$ cat config.mk
export PLATFORM = sky130hd
export DESIGN_NAME = ts_bram_port_arbiter
export DESIGN_NICKNAME = d
export VERILOG_FILES = /design/src/rtl/ts_pkg.sv /design/src/rtl/ts_arb_pick.sv /design/src/rtl/ts_bram_port_arbiter.sv
export SDC_FILE = /design/constraint.sdc
export NUM_CORES = 1
export LEC_CHECK = 0
export ABC_AREA = 1
export CAP_MARGIN = 40
export CORE_AREA = 8 8 66 68
export DETAILED_ROUTE_END_ITERATION = 8
export DIE_AREA = 0 0 74 76
export DONT_BUFFER_PORTS = 1
export PLACE_DENSITY = 0.76
export SYNTH_ARGS = -nofsm -noshare
export SYNTH_HDL_FRONTEND = slang
export SYNTH_SLANG_ARGS = --single-unit
export TNS_END_PERCENT = 1
$ cat constraint.sdc
create_clock -name clk -period 2.3 [get_ports clk]
set_input_delay 0.46 -clock clk [delete_from_list [all_inputs] [get_ports clk]]
set_output_delay 0.46 -clock clk [all_outputs]
set_load 0.01 [all_outputs]
$ cat src/rtl/ts_pkg.sv
// Shared constants and types for the time-sync buffer port arbiter.
package ts_pkg;

    localparam int TS_NUM_REQ     = 4;
    localparam int TS_BUFF_ADDR_W = 12;
    localparam int TS_SAMPLE_W    = 8;
    localparam int TS_ID_W        = 2;

    localparam logic [TS_ID_W-1:0] TS_REQ_CAPTURE = 2'd0;
    localparam logic [TS_ID_W-1:0] TS_REQ_PWIN    = 2'd1;
    localparam logic [TS_ID_W-1:0] TS_REQ_RWIN    = 2'd2;
    localparam logic [TS_ID_W-1:0] TS_REQ_CPREM   = 2'd3;

    typedef struct packed {
        logic               valid;
        logic               rd;
        logic [TS_ID_W-1:0] id;
    } ts_tag_t;

endpackage

$ cat src/rtl/ts_arb_pick.sv
// Combinational one-hot grant pick: a holding owner wins outright, otherwise the
// first requester found searching upward (with wrap) from the start index.
module ts_arb_pick #(
    parameter int NUM_REQ = 4,
    parameter int ID_W    = 2
) (
    input  logic [NUM_REQ-1:0] req,
    input  logic [ID_W-1:0]    start,
    input  logic               lock_hold,
    input  logic [ID_W-1:0]    owner,
    output logic [NUM_REQ-1:0] gnt
);

    logic            found;
    logic [ID_W-1:0] idx;

    always_comb begin
        gnt   = '0;
        found = 1'b0;
        idx   = '0;
        if (lock_hold) begin
            gnt[owner] = 1'b1;
        end else begin
            for (int k = 0; k < NUM_REQ; k++) begin
                idx = ID_W'((int'(start) + k) % NUM_REQ);
                if (!found && req[idx]) begin
                    gnt[idx] = 1'b1;
                    found    = 1'b1;
                end
            end
        end
    end

endmodule

$ cat src/rtl/ts_bram_port_arbiter.sv
// Shares one single-port buffer BRAM among the time-sync stages with burst locking
// and tagged read return. Define TS_ARB_ROUND_ROBIN_EN for round-robin arbitration.
import ts_pkg::*;

module ts_bram_port_arbiter #(
    parameter int NUM_REQ = TS_NUM_REQ,
    parameter int ADDR_W  = TS_BUFF_ADDR_W,
    parameter int DATA_W  = TS_SAMPLE_W,
    parameter int RD_LAT  = 1
) (
    input  logic                      clk,
    input  logic                      rst,
    input  logic [NUM_REQ-1:0]        req,
    input  logic [NUM_REQ-1:0]        req_lock,
    input  logic [NUM_REQ-1:0]        req_we,
    input  logic [NUM_REQ*ADDR_W-1:0] req_addr,
    input  logic [NUM_REQ*DATA_W-1:0] req_wdata,
    output logic [NUM_REQ-1:0]        gnt,
    output logic [NUM_REQ-1:0]        rd_valid,
    output logic [DATA_W-1:0]         rd_data,
    output logic                      bram_en,
    output logic                      bram_we,
    output logic [ADDR_W-1:0]         bram_addr,
    output logic [DATA_W-1:0]         bram_di,
    input  logic [DATA_W-1:0]         bram_dout
);

    localparam int ID_W = TS_ID_W;

    logic              owner_valid;
    logic [ID_W-1:0]   owner_id;
    logic              lock_hold;
    logic [ID_W-1:0]   start;
    logic              accept;
    logic [ID_W-1:0]   acc_id;
    logic              acc_we;
    logic              acc_lock;
    logic [ADDR_W-1:0] acc_addr;
    logic [DATA_W-1:0] acc_wdata;
    ts_tag_t           tag_pipe [RD_LAT+1];
    ts_tag_t           tag_out;

    assign lock_hold = owner_valid && req[owner_id] && req_lock[owner_id];

`ifdef TS_ARB_ROUND_ROBIN_EN
    logic [ID_W-1:0] rr_ptr;

    // Locked continuation beats do not move the pointer, so a burst does not skew fairness.
    always_ff @(posedge clk or posedge rst) begin
        if (rst) begin
            rr_ptr <= '0;
        end else if (accept && !lock_hold) begin
            rr_ptr <= (acc_id == ID_W'(NUM_REQ-1)) ? '0 : acc_id + 1'b1;
        end
    end

    assign start = rr_ptr;
`else
    assign start = '0;
`endif

    ts_arb_pick #(
        .NUM_REQ (NUM_REQ),
        .ID_W    (ID_W)
    ) u_pick (
        .req       (req),
        .start     (start),
        .lock_hold (lock_hold),
        .owner     (owner_id),
        .gnt       (gnt)
    );

    always_comb begin
        acc_id    = '0;
        acc_we    = 1'b0;
        acc_lock  = 1'b0;
        acc_addr  = '0;
        acc_wdata = '0;
        for (int i = 0; i < NUM_REQ; i++) begin
            if (gnt[i]) begin
                acc_id    = ID_W'(i);
                acc_we    = req_we[i];
                acc_lock  = req_lock[i];
                acc_addr  = req_addr[i*ADDR_W +: ADDR_W];
                acc_wdata = req_wdata[i*DATA_W +: DATA_W];
            end
        end
    end

    assign accept = |(req & gnt);

    always_ff @(posedge clk or posedge rst) begin
        if (rst) begin
            owner_valid <= 1'b0;
            owner_id    <= '0;
            bram_en     <= 1'b0;
            bram_we     <= 1'b0;
            bram_addr   <= '0;
            bram_di     <= '0;
            for (int i = 0; i <= RD_LAT; i++) tag_pipe[i] <= '0;
        end else begin
            owner_valid <= accept && acc_lock;
            if (accept) begin
                owner_id  <= acc_id;
                bram_addr <= acc_addr;
                bram_di   <= acc_wdata;
            end
            bram_en     <= accept;
            bram_we     <= accept && acc_we;
            tag_pipe[0] <= '{valid: accept, rd: accept && !acc_we, id: acc_id};
            for (int i = 1; i <= RD_LAT; i++) tag_pipe[i] <= tag_pipe[i-1];
        end
    end

    assign tag_out = tag_pipe[RD_LAT];

    always_comb begin
        rd_valid = '0;
        if (tag_out.valid && tag_out.rd) rd_valid[tag_out.id] = 1'b1;
    end

    assign rd_data = (tag_out.valid && tag_out.rd) ? bram_dout : '0;

endmodule

### After elaboration in Yosys (flattened, before gate mapping)

Index checks and enable logic that the tools add are counted.

* output and inout port bits: 38
* bits in registers: 32
* bits of input ports: 102
* logic and storage cells: 72

* order comparisons: 4
* reductions and logical operators: 16
* bitwise gates (word level): 1
* multiplexer cells: 40

Operators by type and width (count)
* $mux 12: 4
* $mux 8: 5
* $mux 1: 20
* $mux 4: 3
* $logic_and 1x1->1: 11
* $lt 2x3->1 const B: 2
* $mux 2: 3
* $and 4x4->4: 1
* $bmux 1 s2: 2
* $demux 1 s2: 2
* $ge 2x1->1 const B: 2
* $logic_not 1->1: 4
* $reduce_or 4->1: 1
* $mux 3: 1

### Logic depth before layout (Yosys ltp)

* depth in word-level cells: 23
* depth in mapped cells: 14
* gate-level depth less buffers: 13

### Hierarchy

From an unflattened synthesis, not the netlist that was laid out.

* cells, all modules: 436
* area, all modules: 2681.3 um^2

By module, submodules not included
* ts_bram_port_arbiter: instances 1, cells an instance 349, area each 2222.1 um^2, seq. area each 800.8 um^2
* ts_arb_pick: instances 1, cells an instance 87, area each 459.2 um^2, seq. area each 0.0 um^2

### Least setup slack after synthesis

Ideal clock, no wire load.

* path type: register to output
* start point: register owner_id[0]
* end point: output port gnt[2]
* data arrival time: 1359 ps
* slack: 481 ps
* buffers on the path: 1
* cell stages (with the launch flop): 11
* required time: 1840 ps
* cell sequence: dfrtp_1 > inv_2 > nand2_1 > nand2_1 > nand2_1 > nand2_2 > nand3_2 > nand2_1 > nand2_4 > inv_2 > buf_4

* word-level cells in the longest chain between the ends: 5
* elaborated cells between the ends (all ways): 12
* those cells by class: order compare: 2; mux: 7; reduce/logical: 3

Ends and longest elaborated chain
* start, declared: RTL line ts_bram_port_arbiter.sv:31 `logic [ID_W-1:0] owner_id;`
* start signal, assigned: RTL line ts_bram_port_arbiter.sv:104 `owner_id <= acc_id;`
* $lt 2x3->1 (not written as such), or another cell as far along: RTL line ts_arb_pick.sv:22 `gnt[owner] = 1'b1;`
* $logic_and 1x1->1 (not written as such) / $mux 1 (equally long branches): RTL line ts_arb_pick.sv:22, ts_bram_port_arbiter.sv:43
* $mux 1 (not written as such) / $logic_and 1x1->1 (equally long branches): RTL line ts_arb_pick.sv:22, ts_bram_port_arbiter.sv:43
* $demux 1 s2 / $logic_and 1x1->1 (equally long branches)
* $mux 4 *: RTL line ts_arb_pick.sv:21 `if (lock_hold) begin`
* end, declared: RTL line ts_bram_port_arbiter.sv:18 `output logic [NUM_REQ-1:0] gnt,`

Every way passes the cells marked *; elsewhere a longest branch is shown, timed or not. The select of a mux whose other input is x is not followed.

### Final worst setup path

Ends and elaborated chain as after synthesis.

==> metrics.log <==
INFO  metric run_status = finished, final reports clean
INFO  metric setup_viol = 0
INFO  metric slowest_stage = sky130_fd_sc_hd__dfrtp_2
INFO  metric final_layout_size_suffix_gt1_share = 9.01%
INFO  metric worst_setup_path_end_kind = output pin
INFO  metric grt_first_pass_wirelength = 8810 microns
INFO  metric fillers = 328
INFO  metric rsz0062_at_grt = yes
INFO  metric achievable-frequency = 444 MHz
INFO  metric clock_path_buffers = 2
INFO  metric synth_cell_types = 21
INFO  metric floorplan.core_area = 3440 sq um
INFO  metric cts.clk_slew.worst_paths = 0.10 ns
INFO  metric seq_area_frac_synth = 40.2%
INFO  metric net-switching-power = 0.00112 W
INFO  metric gr-usage-all-layers = 19.9%
INFO  metric cell_internal_pwr = 0.00125 W
INFO  metric final.min_clock_period = 2.25 ns
INFO  metric global_route.usage.met3 = 7.63%
INFO  metric total_power = 0.00237 W
INFO  metric cts_num_sinks = 32
INFO  metric postSynthAreaPerCell = 6.27 sq um
INFO  metric chip_height = 76 microns
INFO  metric ir_worst_vdd = 0.000650 V
INFO  metric met2_usage = 32.7%
INFO  metric worst_case_setup_margin_in_the_final_layout = 0.0474 ns
INFO  metric pin_count = 140
INFO  metric grt.met1_usage = 22.9%
INFO  metric clock-root-buffer = sky130_fd_sc_hd__clkbuf_4
INFO  metric clock_latency = 0.33 ns
INFO  metric final_nets = 423
INFO  metric placementRows = 22
INFO  metric cp.required = 1.84 ns
INFO  metric synth.ff_latch_count = 32
INFO  metric route.antenna.remaining_nets = 0
INFO  metric critical_path.startpoint = owner_id[0]$_DFFE_PP0P_
INFO  metric post-place-ws = 0.0964 ns
INFO  metric cts.repair_timing.setup_buffer_count = 0
INFO  metric critical-path-max-stage-delay = 0.46 ns
INFO  metric detailedRoute.firstIterationViolations = 86
INFO  metric initial_core_utilization = 57.9%
INFO  metric die_area = 5620 sq um
INFO  metric crit_chain = inv_2 -> nand2_1 -> nand2_1 -> nand2_1 -> nand2_2 -> nand3_2 -> nand2_1 -> nand2_4 -> inv_4
INFO  metric wl_per_cell = 15.9 microns
INFO  metric post_synth_inst_count = 318
INFO  metric num_antenna_cells = 0
INFO  metric finClkSkew = 0.00777 ns
INFO  metric multi_input_area = 996 sq um
INFO  metric place_congestion = 0.892
INFO  metric pin_count_of_the_biggest_net_entering_global_routing = 33
INFO  metric worst_setup_path_start_kind = flip-flop
INFO  metric slew_headroom = 67.8%
INFO  metric clock_group_share_of_total_power = 14.0%
INFO  metric top_usage_layer = met2
INFO  metric sequential_cell_area = 802 sq um
INFO  metric layout_worst_path_cycle_share = 97.9%
INFO  metric comb_power_share = 39.3%
INFO  metric synthesis.yosys.warnings = 0
INFO  metric post-dp-hpwl = 4260 microns
INFO  metric cts_max_level = 2
INFO  metric cellPowerDensity = 1110 nW/um^2
INFO  metric via_count_of_the_first_global_routing_pass = 1839
INFO  metric vias_per_cell = 5.16
INFO  metric detail_route.drc_violations = 0
INFO  metric tightest_slew = 0.481 ns
INFO  metric ctsHoldBuffers = 0
INFO  metric global_route_overflow = 0
INFO  metric placed_cells_incl_taps = 359
INFO  metric drt-pass1-iter-count = 4
INFO  metric min_path_type = in2async
INFO  metric power.sequential.fraction = 46.7%
INFO  metric io_buffer_count = 0
INFO  metric mappedNetlistArea = 1990 sq um
INFO  metric p_sw_share = 47.2%
INFO  metric finalHoldViolCount = 0
INFO  metric crit_type = reg2out
INFO  metric postPlaceCellArea = 2020 sq um
INFO  metric syn_to_final_growth = 7.09%
INFO  metric floorplan.die.width = 74 microns
INFO  metric data_arrival_at_the_endpoint_of_the_critical_path = 1.79 ns
INFO  metric maxCapViolations = 0
INFO  metric cts_tree = done
INFO  metric timing.critical_path.fanout_max = 19
INFO  metric critical_path.most_common_cell = sky130_fd_sc_hd__nand2_1
INFO  metric via_count = 1909
INFO  metric final-max-slew-violation-count = 0
INFO  metric power.static_leakage = 1.19 nW
INFO  metric antenna_found_initial = 0
INFO  metric postSynthNetCount = 420
INFO  metric layout.cell_area.non_filler = 2130 sq um
INFO  metric worstReg2RegStart = owner_id[0]$_DFFE_PP0P_
INFO  metric number_of_buffers_created_by_cts = 5
INFO  metric hold-worst-slack = 0.0948 ns
INFO  metric final_cells = 370
INFO  metric total_length_of_routed_wires = 5880 microns
==> repair_timing <==
item,in CTS,in global routing
pin swaps,0,2
resized for setup,3,7
hold endpoints to repair,0,0
gates cloned,2,1
setup endpoints to repair,2,25
==> layout make-up <==
cell class	instances	share of cell area, %
Multi-Input combinational cell	232	46.7
Clock buffer	8	2.75
Timing Repair Buffer	3	1.41
Timing Repair inverter	2	0.586
Sequential cell	32	37.6
Tap cell	48	2.81
Inverter	45	8.21
==> metal layers <==
layer,up-vias,wire length [microns],share of wire [%]
li1,963,-,-
met1,846,2340,40
met2,93,2870,49
met3,7,588,10
met4,0,77,1.3
met5,-,0,0
==> synth_stat cells, drive strengths merged <==
master,count,area share [%]
clkbuf,1,0.19
nor3,10,3.1
a31oi,1,0.31
nand4,5,1.6
dfrtp,32,40
a21oi,1,0.25
buf,9,2.6
or2,1,0.31
nor2,55,10
o21ai,3,0.94
inv,45,8.5
nand2,135,26
nand3,20,5.3
==> placed cells by master (no fill, tap or decap) <==
cell / n
sky130_fd_sc_hd__nand2_1: 129
sky130_fd_sc_hd__nor2_1: 54
sky130_fd_sc_hd__inv_1: 40
sky130_fd_sc_hd__dfrtp_1: 31
sky130_fd_sc_hd__nand3_1: 19
sky130_fd_sc_hd__nor3_1: 9
sky130_fd_sc_hd__nand4_1: 5
sky130_fd_sc_hd__clkbuf_4: 5
sky130_fd_sc_hd__nand2_2: 4
sky130_fd_sc_hd__inv_2: 3
sky130_fd_sc_hd__o21ai_0: 2
sky130_fd_sc_hd__nand2_4: 2
sky130_fd_sc_hd__clkinvlp_4: 2
sky130_fd_sc_hd__nor3_4: 2
sky130_fd_sc_hd__clkbuf_1: 2
sky130_fd_sc_hd__buf_4: 2
sky130_fd_sc_hd__nand3_2: 1
sky130_fd_sc_hd__o21ai_2: 1
sky130_fd_sc_hd__nor2_4: 1
sky130_fd_sc_hd__inv_4: 1
sky130_fd_sc_hd__a31oi_1: 1
sky130_fd_sc_hd__or2_2: 1
sky130_fd_sc_hd__a21oi_1: 1
sky130_fd_sc_hd__clkbuf_8: 1
sky130_fd_sc_hd__clkinvlp_2: 1
sky130_fd_sc_hd__dfrtp_2: 1
sky130_fd_sc_hd__buf_8: 1
==> cells by family after synthesis <==
logic type / Yosys count / share of synthesized area, %
flip-flops: 32 / 40.2
AO/OA/AOI/OAI: 5 / 1.51
AND/OR/NAND/NOR: 226 / 47.0
buffers and inverters: 55 / 11.3
==> critical path: cells and delay by family (launching register included) <==
family | cells | cell delay, ns
AND/OR/NAND/NOR | 7 | 0.65
buffers and inverters | 2 | 0.34
flip-flops | 1 | 0.46
==> per-stage QoR <==
step	TNS, ns	utilization (%)
after floorplan	0	-
after global routing	-0.210	62.0
final	0	62.0
after global placement	0	58.7
after detailed placement	0	58.7
after CTS	0	60.9
==> state kept, by name (all words and copies together) (netlist names) <==
signal,cells
tag_out,4
owner_id,2
bram_we,1
bram_di,8
owner_valid,1
bram_addr,12
tag_pipe,4
==> power groups by stage <==
stage / Clock, W / Sequential (W) / Combinational, W
2_1_floorplan: 0 / 0.00105 / 0.000747
3_3_place_gp: 0 / 0.00112 / 0.000857
3_5_place_dp: 0 / 0.00112 / 0.000884
4_1_cts: 0.000343 / 0.00111 / 0.000900
5_1_grt: 0.000367 / 0.00114 / 0.00107
6_report: 0.000332 / 0.00111 / 0.000932
==> final timing paths <==
path / cells past startpoint / endpoint / slack, ns
hold reg to reg: 0 / tag_out[1]$_DFF_PP0_ / 0.35
setup / recovery: 9 / gnt[2] / 0.05
setup reg to reg: 11 / bram_addr[1]$_DFFE_PP0P_ / 0.25
min in group clk: 2 / bram_we$_DFF_PP0_ / 0.29
hold / removal: 2 / bram_we$_DFF_PP0_ / 0.09
max in group asynchronous: 2 / owner_id[0]$_DFFE_PP0P_ / 1.90
Power figures use the tool's default switching activity.
